$ cat config.mk
export PLATFORM = sky130hd
export DESIGN_NAME = seg7_scan_mux_flat
export DESIGN_NICKNAME = d
export VERILOG_FILES = /design/src/rtl/seg7_pkg.sv /design/src/rtl/seg7_scan_mux_if.sv /design/src/rtl/seg7_scan_mux_onehot_dec.sv /design/src/rtl/seg7_scan_mux.sv /design/src/flat_wrapper.sv
export SDC_FILE = /design/constraint.sdc
export NUM_CORES = 1
export LEC_CHECK = 0
export CORE_ASPECT_RATIO = 0.6
export CORE_MARGIN = 2
export CORE_UTILIZATION = 38
export DETAILED_ROUTE_END_ITERATION = 8
export GPL_TIMING_DRIVEN = 1
export HOLD_SLACK_MARGIN = 0.03
export SYNTH_ARGS = -nofsm -noshare
export SYNTH_HDL_FRONTEND = slang
export SYNTH_SLANG_ARGS = --single-unit
$ cat constraint.sdc
create_clock -name clk -period 7.6 [get_ports clk]
set_input_delay 1.52 -clock clk [delete_from_list [all_inputs] [get_ports clk]]
set_output_delay 1.52 -clock clk [all_outputs]
set_load 0.03 [all_outputs]
$ cat src/rtl/seg7_pkg.sv
// Shared types and constants for the seven-segment scan driver:
// scan FSM states and the active-low hex glyph table.
package seg7_pkg;

  typedef enum logic [1:0] {
    ST_IDLE  = 2'd0,
    ST_BLANK = 2'd1,
    ST_SHOW  = 2'd2
  } scan_state_t;

  localparam logic [6:0] SEG_OFF = 7'h7F;

  // Index is the nibble value; bit 0 is segment a, bit 6 is segment g.
  localparam logic [6:0] SEG_HEX [16] = '{
    7'h40, 7'h79, 7'h24, 7'h30, 7'h19, 7'h12, 7'h02, 7'h78,
    7'h00, 7'h10, 7'h08, 7'h03, 7'h46, 7'h21, 7'h06, 7'h0E
  };

  function automatic logic [6:0] hex_to_seg(input logic [3:0] nib);
    return SEG_HEX[nib];
  endfunction

endpackage

$ cat src/rtl/seg7_scan_mux_if.sv
// Host-side and pin-side signals of the seven-segment scan driver,
// bundled so the datapath and the board wiring see one port.
interface seg7_scan_mux_if #(
  parameter int NUM_DIGITS = 4
);
  logic                    enable;
  logic [4*NUM_DIGITS-1:0] digitsIn;
  logic [NUM_DIGITS-1:0]   dpIn;
  logic                    updateReq;
  logic                    lzSuppress;
  logic [6:0]              segOutL;
  logic                    dpOutL;
  logic [NUM_DIGITS-1:0]   digitSelL;
  logic                    updatePending;
  logic                    frameDone;

  modport master (
    output enable, digitsIn, dpIn, updateReq, lzSuppress,
    input  segOutL, dpOutL, digitSelL, updatePending, frameDone
  );

  modport slave (
    input  enable, digitsIn, dpIn, updateReq, lzSuppress,
    output segOutL, dpOutL, digitSelL, updatePending, frameDone
  );
endinterface

$ cat src/rtl/seg7_scan_mux_onehot_dec.sv
// Generic N-to-2^N active-high one-hot decoder with enable; all outputs
// are low while disabled.
module onehot_dec #(
  parameter int N = 2
) (
  input  logic [N-1:0]      i_sel,
  input  logic              i_en,
  output logic [(2**N)-1:0] o_dec
);

  always_comb begin
    o_dec = '0;
    if (i_en) begin
      o_dec[i_sel] = 1'b1;
    end else begin
      o_dec = '0;
    end
  end

endmodule

$ cat src/rtl/seg7_scan_mux.sv
// Time-multiplexed common-anode seven-segment driver with anti-ghost
// blanking, leading-zero suppression and frame-synchronous data commit.
module seg7_scan_mux
  import seg7_pkg::*;
#(
  parameter int NUM_DIGITS   = 4,
  parameter int REFRESH_DIV  = 50000,
  parameter int BLANK_CYCLES = 1000
) (
  input  logic           clk,
  input  logic           resetL,
  seg7_scan_mux_if.slave bus
);

  localparam int IDX_W = (NUM_DIGITS > 1) ? $clog2(NUM_DIGITS) : 1;
  localparam int PRE_W = $clog2(REFRESH_DIV);
  localparam int DEC_W = 2 ** IDX_W;
  localparam bit HAS_BLANK = (BLANK_CYCLES > 0);
  localparam logic [PRE_W-1:0] PRE_LAST   = PRE_W'(REFRESH_DIV - 1);
  localparam logic [PRE_W-1:0] BLANK_LAST = PRE_W'(HAS_BLANK ? BLANK_CYCLES - 1 : 0);
  localparam logic [IDX_W-1:0] IDX_LAST   = IDX_W'(NUM_DIGITS - 1);

  scan_state_t             r_state;
  scan_state_t             w_next_state;
  logic [PRE_W-1:0]        r_pre;
  logic [IDX_W-1:0]        r_idx;
  logic [4*NUM_DIGITS-1:0] r_act_dig;
  logic [NUM_DIGITS-1:0]   r_act_dp;
  logic [4*NUM_DIGITS-1:0] r_pend_dig;
  logic [NUM_DIGITS-1:0]   r_pend_dp;
  logic                    r_upd_pend;
  logic [6:0]              r_seg;
  logic                    r_dp;
  logic [NUM_DIGITS-1:0]   r_sel;
  logic                    r_frame_done;

  logic                    w_slot_end;
  logic                    w_boundary;
  logic                    w_zero_run;
  logic [NUM_DIGITS-1:0]   w_supp;
  logic                    w_show;
  logic [3:0]              w_nib;
  logic [DEC_W-1:0]        w_dec;
  logic [6:0]              w_seg_d;
  logic                    w_dp_d;
  logic [NUM_DIGITS-1:0]   w_sel_d;

  assign w_slot_end = bus.enable && (r_state == ST_SHOW) && (r_pre == PRE_LAST);
  assign w_boundary = w_slot_end && (r_idx == IDX_LAST);

  always_ff @(posedge clk or negedge resetL) begin
    if (!resetL) begin
      r_state <= ST_IDLE;
    end else begin
      r_state <= w_next_state;
    end
  end

  always_comb begin
    w_next_state = r_state;
    if (!bus.enable) begin
      w_next_state = ST_IDLE;
    end else begin
      case (r_state)
        ST_IDLE:  w_next_state = HAS_BLANK ? ST_BLANK : ST_SHOW;
        ST_BLANK: begin
          if (r_pre == BLANK_LAST) begin
            w_next_state = ST_SHOW;
          end else begin
            w_next_state = ST_BLANK;
          end
        end
        ST_SHOW: begin
          if (r_pre == PRE_LAST) begin
            w_next_state = HAS_BLANK ? ST_BLANK : ST_SHOW;
          end else begin
            w_next_state = ST_SHOW;
          end
        end
        default:  w_next_state = ST_IDLE;
      endcase
    end
  end

  // Prescaler runs through the whole slot (blank + show); index steps at slot end.
  always_ff @(posedge clk or negedge resetL) begin
    if (!resetL) begin
      r_pre <= '0;
      r_idx <= '0;
    end else if (!bus.enable || (r_state == ST_IDLE)) begin
      r_pre <= '0;
      r_idx <= '0;
    end else if (w_slot_end) begin
      r_pre <= '0;
      r_idx <= (r_idx == IDX_LAST) ? '0 : r_idx + IDX_W'(1);
    end else begin
      r_pre <= r_pre + PRE_W'(1);
    end
  end

  // The commit at a boundary reads the old pending value, so a capture on that
  // same edge survives as the next pending update.
  always_ff @(posedge clk or negedge resetL) begin
    if (!resetL) begin
      r_pend_dig <= '0;
      r_pend_dp  <= '0;
      r_act_dig  <= '0;
      r_act_dp   <= '0;
      r_upd_pend <= 1'b0;
    end else begin
      if (bus.updateReq) begin
        r_pend_dig <= bus.digitsIn;
        r_pend_dp  <= bus.dpIn;
      end
      if (w_boundary && r_upd_pend) begin
        r_act_dig <= r_pend_dig;
        r_act_dp  <= r_pend_dp;
      end
      if (bus.updateReq) begin
        r_upd_pend <= 1'b1;
      end else if (w_boundary) begin
        r_upd_pend <= 1'b0;
      end
    end
  end

  always_comb begin
    w_supp     = '0;
    w_zero_run = 1'b1;
    for (int k = NUM_DIGITS - 1; k >= 0; k--) begin
      w_zero_run = w_zero_run && (r_act_dig[4*k +: 4] == 4'h0);
      if (k != 0) begin
        w_supp[k] = bus.lzSuppress && w_zero_run;
      end else begin
        w_supp[k] = 1'b0;
      end
    end
  end

  assign w_nib  = r_act_dig[{r_idx, 2'b00} +: 4];
  assign w_show = bus.enable && (r_state == ST_SHOW) && !w_supp[r_idx];

  onehot_dec #(
    .N (IDX_W)
  ) u_dec (
    .i_sel (r_idx),
    .i_en  (w_show),
    .o_dec (w_dec)
  );

  always_comb begin
    if (w_show) begin
      w_seg_d = hex_to_seg(w_nib);
      w_dp_d  = ~r_act_dp[r_idx];
    end else begin
      w_seg_d = SEG_OFF;
      w_dp_d  = 1'b1;
    end
    w_sel_d = ~w_dec[NUM_DIGITS-1:0];
  end

  always_ff @(posedge clk or negedge resetL) begin
    if (!resetL) begin
      r_seg        <= SEG_OFF;
      r_dp         <= 1'b1;
      r_sel        <= '1;
      r_frame_done <= 1'b0;
    end else begin
      r_seg        <= w_seg_d;
      r_dp         <= w_dp_d;
      r_sel        <= w_sel_d;
      r_frame_done <= w_boundary;
    end
  end

  assign bus.segOutL       = r_seg;
  assign bus.dpOutL        = r_dp;
  assign bus.digitSelL     = r_sel;
  assign bus.updatePending = r_upd_pend;
  assign bus.frameDone     = r_frame_done;

endmodule

$ cat src/flat_wrapper.sv
// flat-port wrapper written by rule: the top's interface ports become plain ports
module seg7_scan_mux_flat import seg7_pkg::*;
#(
  parameter int NUM_DIGITS   = 4,
  parameter int REFRESH_DIV  = 50000,
  parameter int BLANK_CYCLES = 1000
)
  (clk, resetL, bus_enable, bus_digitsIn, bus_dpIn, bus_updateReq, bus_lzSuppress, bus_segOutL, bus_dpOutL, bus_digitSelL, bus_updatePending, bus_frameDone);
  seg7_scan_mux_if #(.NUM_DIGITS(NUM_DIGITS)) bus_i ();
  input  logic clk;
  input  logic resetL;
  input wire logic [$bits(bus_i.enable)-1:0] bus_enable;
  input wire logic [$bits(bus_i.digitsIn)-1:0] bus_digitsIn;
  input wire logic [$bits(bus_i.dpIn)-1:0] bus_dpIn;
  input wire logic [$bits(bus_i.updateReq)-1:0] bus_updateReq;
  input wire logic [$bits(bus_i.lzSuppress)-1:0] bus_lzSuppress;
  output wire logic [$bits(bus_i.segOutL)-1:0] bus_segOutL;
  output wire logic [$bits(bus_i.dpOutL)-1:0] bus_dpOutL;
  output wire logic [$bits(bus_i.digitSelL)-1:0] bus_digitSelL;
  output wire logic [$bits(bus_i.updatePending)-1:0] bus_updatePending;
  output wire logic [$bits(bus_i.frameDone)-1:0] bus_frameDone;
  assign bus_i.enable = bus_enable;
  assign bus_i.digitsIn = bus_digitsIn;
  assign bus_i.dpIn = bus_dpIn;
  assign bus_i.updateReq = bus_updateReq;
  assign bus_i.lzSuppress = bus_lzSuppress;
  assign bus_segOutL = bus_i.segOutL;
  assign bus_dpOutL = bus_i.dpOutL;
  assign bus_digitSelL = bus_i.digitSelL;
  assign bus_updatePending = bus_i.updatePending;
  assign bus_frameDone = bus_i.frameDone;
  seg7_scan_mux #(.NUM_DIGITS(NUM_DIGITS), .REFRESH_DIV(REFRESH_DIV), .BLANK_CYCLES(BLANK_CYCLES)) u_core (.clk(clk), .resetL(resetL), .bus(bus_i));
endmodule
# Word-level counts from Yosys, hierarchy flattened
# Memory sizes are Yosys's and may differ from the RTL's.
# Cells that the tools add are included.
[totals]
regBits = 74
latchBits = 0
mem_bits_rw = 0
rom_bits = 112
out_inout_bits = 14
word_cells = 69
n_memories = 1
[classes]
n_addsub = 2
multipliers = 0
n_div = 0
magnitude_cmp = 3
eq_ne = 5
shifts = 1
mux = 22
bitwise = 3
n_reduce_logical = 20
[mem_list]
columns = ["memory", "depth", "word_bits", "read_ports", "rd_ports_with_merged_regs", "write_ports", "line", "rtl"]
rows = [
  ["(no name shown)", 16, 7, 1, 0, 0, "seg7_pkg.sv:20", "return SEG_HEX[nib];"],
]
[ops]
columns = ["cell", "count"]
rows = [
  ["16-bit two-way mux", 2],
  ["7-bit two-way mux", 3],
  ["16-bit by 1-bit adder with 16-bit output, second input constant", 1],
  ["16-bit by 10-bit == test with 1-bit output, second input constant", 1],
  ["16-bit == test, second input constant", 1],
  ["16-bit by 5-bit indexed part select with 4-bit output", 1],
  ["4-bit logical NOT", 3],
  ["2-bit two-way mux", 6],
  ["1-bit logical AND", 11],
  ["1-bit two-way mux", 6],
  ["2-bit case mux with 3 select lines", 1],
  ["5-bit >= comparator, second input constant", 1],
  ["4-bit NOT with 5-bit output", 1],
  ["1-bit binary-select mux with 2-bit select", 2],
  ["2-bit == test, second input constant", 2],
  ["4-bit two-way mux", 1],
  ["4-bit NOT", 1],
  ["2-bit nonzero test", 2],
  ["2-bit by 3-bit less-than comparator with 1-bit output, second input constant", 1],
  ["2-bit by 1-bit adder with 2-bit output, second input constant", 1],
  ["1-bit demux with 2-bit select", 1],
  ["2-bit by 1-bit == test with 1-bit output, second input constant", 1],
  ["2-bit by 1-bit >= comparator with 1-bit output, second input constant", 1],
  ["1-bit logical NOT", 2],
  ["other kinds (3)", 3],
]

# Logic depth before layout (Yosys ltp)
# Gate-level depths: netlist (run 1).
[depth]
word_depth = 10
mapped_depth = 8

# Hierarchy
# From an unflattened synthesis (run 1), not the netlist that was laid out.
[hier_totals]
hier_cells = 268
area_unflattened_um2 = 3443.3
[modules_own_cells]
columns = ["module", "n_inst", "cells_per_inst", "area_each_um2", "seq_area_each_um2"]
rows = [
  ["seg7_scan_mux", 1, 264, 3405.8, 1866.8],
  ["onehot_dec", 1, 4, 37.5, 0.0],
]

# Least setup slack after synthesis (run 1)
# Ideal clock, no wire load.
[synth_timing]
path_type = "input port to flip-flop"
from = "input port bus_enable"
to = "register u_core.r_act_dig[0]"
setup_ns = 0.125
arrival_time_ns = 2.594
slack_ns = 4.881
stages = 6
n_path_buf = 2
path_cell_list = "and3b_1 -> clkbuf_1 -> nand3_1 -> nor3_2 -> buf_6 -> mux2_2"
[synth_via]
elab_chain_len = 4
[synth_lines]
columns = ["element", "line", "rtl"]
rows = [
  ["from (decl)", "flat_wrapper.sv:12", "input wire logic [$bits(bus_i.enable)-1:0] bus_enable;"],
  ["1-bit logical AND (2 in a row)", "seg7_scan_mux.sv:48", "assign w_slot_end = bus.enable && (r_state == ST_SHOW) && (r_pre == PRE_LAST);"],
  ["1-bit logical AND", "seg7_scan_mux.sv:49", "assign w_boundary = w_slot_end && (r_idx == IDX_LAST);"],
  ["1-bit logical AND", "seg7_scan_mux.sv:115", "if (w_boundary && r_upd_pend) begin"],
  ["to (signal assigned)", "seg7_scan_mux.sv:116", "r_act_dig <= r_pend_dig;"],
  ["to (decl)", "seg7_scan_mux.sv:27", "logic [4*NUM_DIGITS-1:0] r_act_dig;"],
]
# Every way passes these cells.
# A chain may end at the register's enable or synchronous reset.

# Worst setup path in the final report (run 1)
[layout_timing]
from = "input port bus_enable"
to = "register u_core.r_act_dig[7]"
# The elaborated chain is that of the path after synthesis.

==> results of run 1 <==
cell usage after synthesis (2+ instances only):
cell type / instances
nor3_1: 6
a21o_1: 3
xnor2_1: 11
nor3b_1: 2
ha_1: 11
a31oi_1: 2
mux2i_1: 8
nand3_1: 20
mux2_1: 2
nand4_1: 5
inv_1: 11
a221oi_1: 3
clkinv_1: 2
o31ai_1: 2
buf_6: 2
or4_1: 3
buf_1: 2
nor4_1: 8
mux4_2: 5
nor2_1: 7
o21ai_0: 5
nand2b_1: 3
mux2_2: 43
buf_2: 2
o211ai_1: 4
dfstp_2: 12
a211oi_1: 14
dfrtp_1: 62
or3_1: 4
clkbuf_1: 10
a21oi_1: 4
xor2_1: 2
nand2_1: 9
per-layer routing:
layer  share of wire [%]  up-vias  track usage, %
met1                  56     1206            25.2
met4                 1.9        0            6.38
met5                   0        -               0
met3                 4.3       11            5.76
li1                    -     1183               -
met2                  38       47            21.9
worst max-delay path, stage by stage:
cell	delay (ns)
clkdlybuf4s50_1	0.58
and3b_1	0.50
nand3_1	0.16
nor3_2	0.11
buf_4	0.30
mux2_2	0.37
layout make-up:
type,count,area [sq um]
multi-input combinational,197,1650
fill,862,4860
tap,130,163
clock buffer,14,264
sequential,74,1870
timing repair buffer,40,390
inverter,13,48.8
clock inverter,2,12.5
power groups by stage:
stage | Combinational (W) | Clock, W | Sequential, W
final | 0.0000390 | 0.000394 | 0.000412
after global routing | 0.0000438 | 0.000422 | 0.000414
after CTS | 0.0000403 | 0.000407 | 0.000413
after detailed placement | 0.0000399 | 0 | 0.000419
after global placement | 0.0000390 | 0 | 0.000419
after floorplan | 0.0000165 | 0 | 0.000417
registers in the layout, indices dropped and copies added (netlist names):
register,flops
u_core.bus.digitSelL,4
u_core.bus.dpOutL,1
u_core.bus.frameDone,1
u_core.bus.segOutL,7
u_core.bus.updatePending,1
u_core.r_act_dig,16
u_core.r_act_dp,4
u_core.r_idx,2
u_core.r_pend_dig,16
u_core.r_pend_dp,4
u_core.r_pre,16
u_core.r_state,2
through the flow:
step                      cell area (sq um)  power, W  util, %  setup slack [ns]
after floorplan                        3640  0.000433        -              4.88
after global placement                 4120  0.000458     44.5              3.96
after detailed placement               4120  0.000459     44.5              3.92
after CTS                              4390  0.000860     47.5              4.27
after global routing                   4390  0.000880     47.5              4.12
final                                  4390  0.000846     47.5              4.27
kinds of logic (layout without fill, tap and decap cells):
group / Yosys count / in the layout / share of synthesized area (%)
DFF: 74 / 74 / 51.3
and+or+nand+nor: 74 / 74 / 11.2
muxes: 58 / 58 / 19.2
AOI/OAI and AO/OA: 41 / 41 / 7.94
buffers and inverters: 29 / 69 / 3.47
xor gates and xnor gates: 13 / 13 / 3.13
adders and majority gates: 11 / 11 / 3.78
worst paths after layout:
kind	slack, ns	cells after the start	to
worst max-delay path	4.27	6	u_core.r_act_dig[7]
worst min-delay path	0.49	1	u_core.r_pre[0]
worst max register to register	4.88	7	u_core.bus.segOutL[0]
worst min register to register	0.49	1	u_core.r_pre[0]
max in group asynchronous	5.60	2	u_core.r_pend_dig[12]
min in group asynchronous	1.41	2	u_core.r_pend_dig[2]
==> flow_summary.toml, run 1 <==
[sta]
report.final.slew_viol_count = 0
worstMarginPinSlew_ns = 0.993
finalCritPeriodShare_pct = 43.8
finalCriticalPeriod_ns = 3.33
holdWs_ns = 0.485
maxSlewHeadroom_pct = 33.6
grt_setup_unrepaired = "no"
hold_violations = 0
fmax_mhz = 300
setup_viol = 0
fin_tns_setup_ns = 0
finalClockSkew_ns = 0.00934

[grt]
grt_overflow = 0
grt_antenna_before_repair = 0
grt_pass1_wl_microns = 13000
grt_pass1_vias = 2491
grt_use_total_pct = 16.8
grt_max_degree = 75

[cts]
cts_resized = 0
clock_path_buffers = 2
clkLatencyLatePin_ns = 0.34
ctsHoldBuffers = 0
numClockSinks = 74
clkSlewWorstSetupHoldPaths_ns = 0.06
tritoncts = "done"
root_buffer = "clkbuf_16"
cts_made_buffers = 9
cts_max_level = 3
post_cts_buffers = 0

[pwr]
p_sw_w = 0.000180
peakVddDrop_mv = 0.113
pwr-share-seq_pct = 48.8
p_int_w = 0.000666
p_comb_share_pct = 4.6
p_leak_nw = 1.69
swShare_pct = 21.3
p_per_area_nw_per_um2 = 192
pwr-share-clk_pct = 46.6

[min_path]
hold_class = "flip-flop to flip-flop"
hold_path_startpoint = "u_core.r_pre[0]"

[floorplan]
start_util_pct = 39.3
rows = 27
core-area_sq_um = 9260
die_h_microns = 79.8
io_pins = 39
die_w_microns = 130
die_area_sq_um = 10400

[synth]
netlist_area_sq_um = 3640
yosys.area.top_type = "dfrtp_1"
syn_nets = 336
synth_cell_types = 44
yosys_warnings = 0
avgSynthCellArea_sq_um = 12.1
synth_ff_type = "dfrtp_1"
synth_edf_count = 0
postSynth.asyncResetShare_pct = 100
ys_seq_elements = 74
ys_seq_area_share_pct = 51.3
synthCells = 300
synth_top_area_share_pct = 42.6
synth_area_leaders = "dfrtp_1 (43%), mux2_2 (13%), dfstp_2 (8.7%), ha_1 (3.8%), mux4_2 (3.1%)"

[flow_run]
cap_viol_max_count = 0

[drt]
drtPass1Iterations = 6
ant_nets = 0
drc = 0
viasPerCell = 5.21
vias = 2447
routed_wirelength_microns = 7690
drtIter0Drc = 128
routedWlPerCell_microns = 16.4

[setup_path]
crit_path_start = "bus_enable"
crit_required_ns = 7.82
crit_type = "input pin to flip-flop"
worstSetupEndpointType = "flip-flop"
crit_fanout = 20
worstReg2RegStart = "u_core.r_idx[0]"
crit_path_start_kind = "input pin"
cp.arrival_ns = 3.55

[finish]
final_common_cell = "dfrtp_1"
drive_gt1_share_pct = 22.9
num_antenna_cells = 0
final_cell_mix = "dfrtp_1 (62), mux2_2 (43), clkdlybuf4s50_1 (37)"
final_cells = 470
nets = 371
area_delta_synth_final_pct = 20.6

[placed_design]
dp.cells = 454
portBuffers = 38
gp_congestion = 0.852
detailed_place_hpwl_microns = 5280

[status]
outcome = "finished clean"
Note: power is estimated with default switching activity, not from simulation.
==> run 2: changes to the inputs <==
==> constraint.sdc (replaced) <==
create_clock -name clk -period 3 [get_ports clk]
set_input_delay 0.6 -clock clk [delete_from_list [all_inputs] [get_ports clk]]
set_output_delay 0.6 -clock clk [all_outputs]
set_load 0.03 [all_outputs]
==> run 2 against run 1 <==
Compared with the run above: first-iteration DRC count rose by 30%; worst hold slack got worse by 0.20 ns; largest cell class unchanged; die area did not move; register-to-register slack got worse by 4.3 ns; via count rose by 0.20%; cell count rose by 1.3%; critical endpoint is now u_core.bus.segOutL[0].
==> flow_summary.toml, run 2 (synthesis gave the netlist of run 1 again) <==
[status]
outcome = "finished clean"

[setup_path]
crit_fanout = 9
crit_type = "flip-flop to flip-flop"
crit_path_start = "u_core.r_idx[0]"
crit_path_start_kind = "flip-flop"
worstSetupEndpointType = "flip-flop"
cp.arrival_ns = 2.72
worstReg2RegStart = "u_core.r_idx[0]"
r2r_cells = 7
r2r-end = "u_core.bus.segOutL[0]"
crit_end = "u_core.bus.segOutL[0]"
crit_required_ns = 3.26
rrSetupSlack_ns = 0.55

[placed_design]
gp_congestion = 0.917
portBuffers = 38
pre_cts_ws_ns = 0.581
dpl-instance-area_sq_um = 4180
detailed_place_hpwl_microns = 5690

[grt]
grt_overflow = 0
grt_pass1_wl_microns = 13600
grt_antenna_before_repair = 0
grt_pass1_vias = 2515
grt_use_total_pct = 17.3
grt_max_degree = 75

[drt]
viasPerCell = 5.15
ant_nets = 0
drc = 0
routed_wirelength_microns = 8010
drtIter0Drc = 166
vias = 2452
drtPass1Iterations = 4
routedWlPerCell_microns = 16.8
wl_met3_microns = 489
wl_met2_microns = 3020
top_layer_used = "met4"
met1Wirelength_microns = 4440

[sta]
finalCritPeriodShare_pct = 81.8
setup_slack_ns = 0.546
report.final.slew_viol_count = 0
setup_viol = 0
grt_setup_unrepaired = "no"
finalCriticalPeriod_ns = 2.45
maxSlewHeadroom_pct = 53.5
worstMarginPinSlew_ns = 0.697
finalClockSkew_ns = 0.00408
hold_violations = 0
fin_tns_setup_ns = 0
fmax_mhz = 408

[min_path]
hold_class = "input pin to async pin"

[finish]
final_common_cell = "dfrtp_1"
reg_top3 = "u_core.r_act_dig: 16 flops, u_core.r_pend_dig: 16 flops, u_core.r_pre: 16 flops"
num_antenna_cells = 0
area_delta_synth_final_pct = 23.6
final_cell_mix = "dfrtp_1 (62), mux2_2 (43), clkdlybuf4s50_1 (37)"
seq_area_sq_um = 1870
nets = 377
fillerInstances = 844
multi_input_area_sq_um = 1650
design_area_sq_um = 4500
drive_gt1_share_pct = 25.1

[cts]
tritoncts = "done"
cts_resized = 0
ctsHoldBuffers = 0
root_buffer = "clkbuf_16"
numClockSinks = 74
cts_made_buffers = 9
clkSlewWorstSetupHoldPaths_ns = 0.06
cts_max_level = 3
post_cts_buffers = 0
clkLatencyLatePin_ns = 0.33
clock_path_buffers = 2

[floorplan]
core-area_sq_um = 9260
die_w_microns = 130
die_area_sq_um = 10400
start_util_pct = 39.3
io_pins = 39
rows = 27
die_h_microns = 79.8

[pwr]
p_per_area_nw_per_um2 = 505
p_int_w = 0.00182
p_comb_share_pct = 4.5
swShare_pct = 19.9
peakVddDrop_mv = 0.279
p_leak_nw = 1.75
pwr-share-seq_pct = 46.1
pwr-share-clk_pct = 49.4
p_sw_w = 0.000451

[flow_run]
cap_viol_max_count = 0
[run 2: cell types whose count changed in the layout (fill, tap and decap cells not counted)]
cell	delta
clkinv_2	-1
buf_4	+5
clkbuf_1	-3
clkinvlp_4	+1
clkbuf_8	+2
bufinv_16	+1
buf_12	+1
[run 2: metal layers]
layer | GRT usage (%) | vias to the layer above
met1 | 27.0 | 1188
li1 | - | 1195
met3 | 5.83 | 5
met5 | 0 | -
met2 | 22.3 | 64
met4 | 4.47 | 0
[run 2: power groups by stage]
stage	Combinational, W	Clock (W)	Sequential [W]
2_1_floorplan	0.0000418	0	0.00106
6_report	0.000103	0.00112	0.00105
3_5_place_dp	0.000105	0	0.00106
5_1_grt	0.000115	0.00120	0.00105
3_3_place_gp	0.000103	0	0.00106
4_1_cts	0.000106	0.00116	0.00105
[run 2: cell type report]
type,instances,share of cell area (%)
clock buffer,13,6.23
timing repair buffer,46,9.95
multi-input combinational,197,36.6
inverter,13,1.08
sequential,74,41.5
clock inverter,3,1.00
tap,130,3.61
[run 2: worst min-delay path by stage]
stage / from / to / slack [ns] / depth (start not counted)
final: resetL / u_core.r_pend_dig[3] / 0.28 / 2
after global routing: resetL / u_core.r_pend_dig[3] / 0.31 / 2
after CTS: resetL / u_core.r_pend_dig[3] / 0.31 / 2
after detailed placement: u_core.r_act_dp[3] / u_core.r_act_dp[3] / 0.48 / 1
after global placement: u_core.r_pre[0] / u_core.r_pre[0] / 0.45 / 1
after floorplan: resetL / u_core.bus.frameDone / 0.30 / 0
[run 2: stage by stage]
stage / total power [W] / hold slack [ns] / util (%) / instances
finish: 0.00227 / 0.284 / 48.6 / 476
global route: 0.00237 / 0.309 / 48.6 / 476
CTS: 0.00231 / 0.308 / 48.6 / 476
detailed placement: 0.00117 / 0.475 / 45.1 / 460
global placement: 0.00117 / 0.453 / 45.1 / 460
floorplan: 0.00110 / 0.304 / - / 300
[run 2: worst max-delay path: stages (launching register included)]
cell,delay [ns]
dfrtp_1,0.57
mux4_2,0.62
inv_1,0.19
ha_1,0.36
mux2i_1,0.11
a221oi_1,0.31
o31ai_1,0.11
nand4_1,0.11
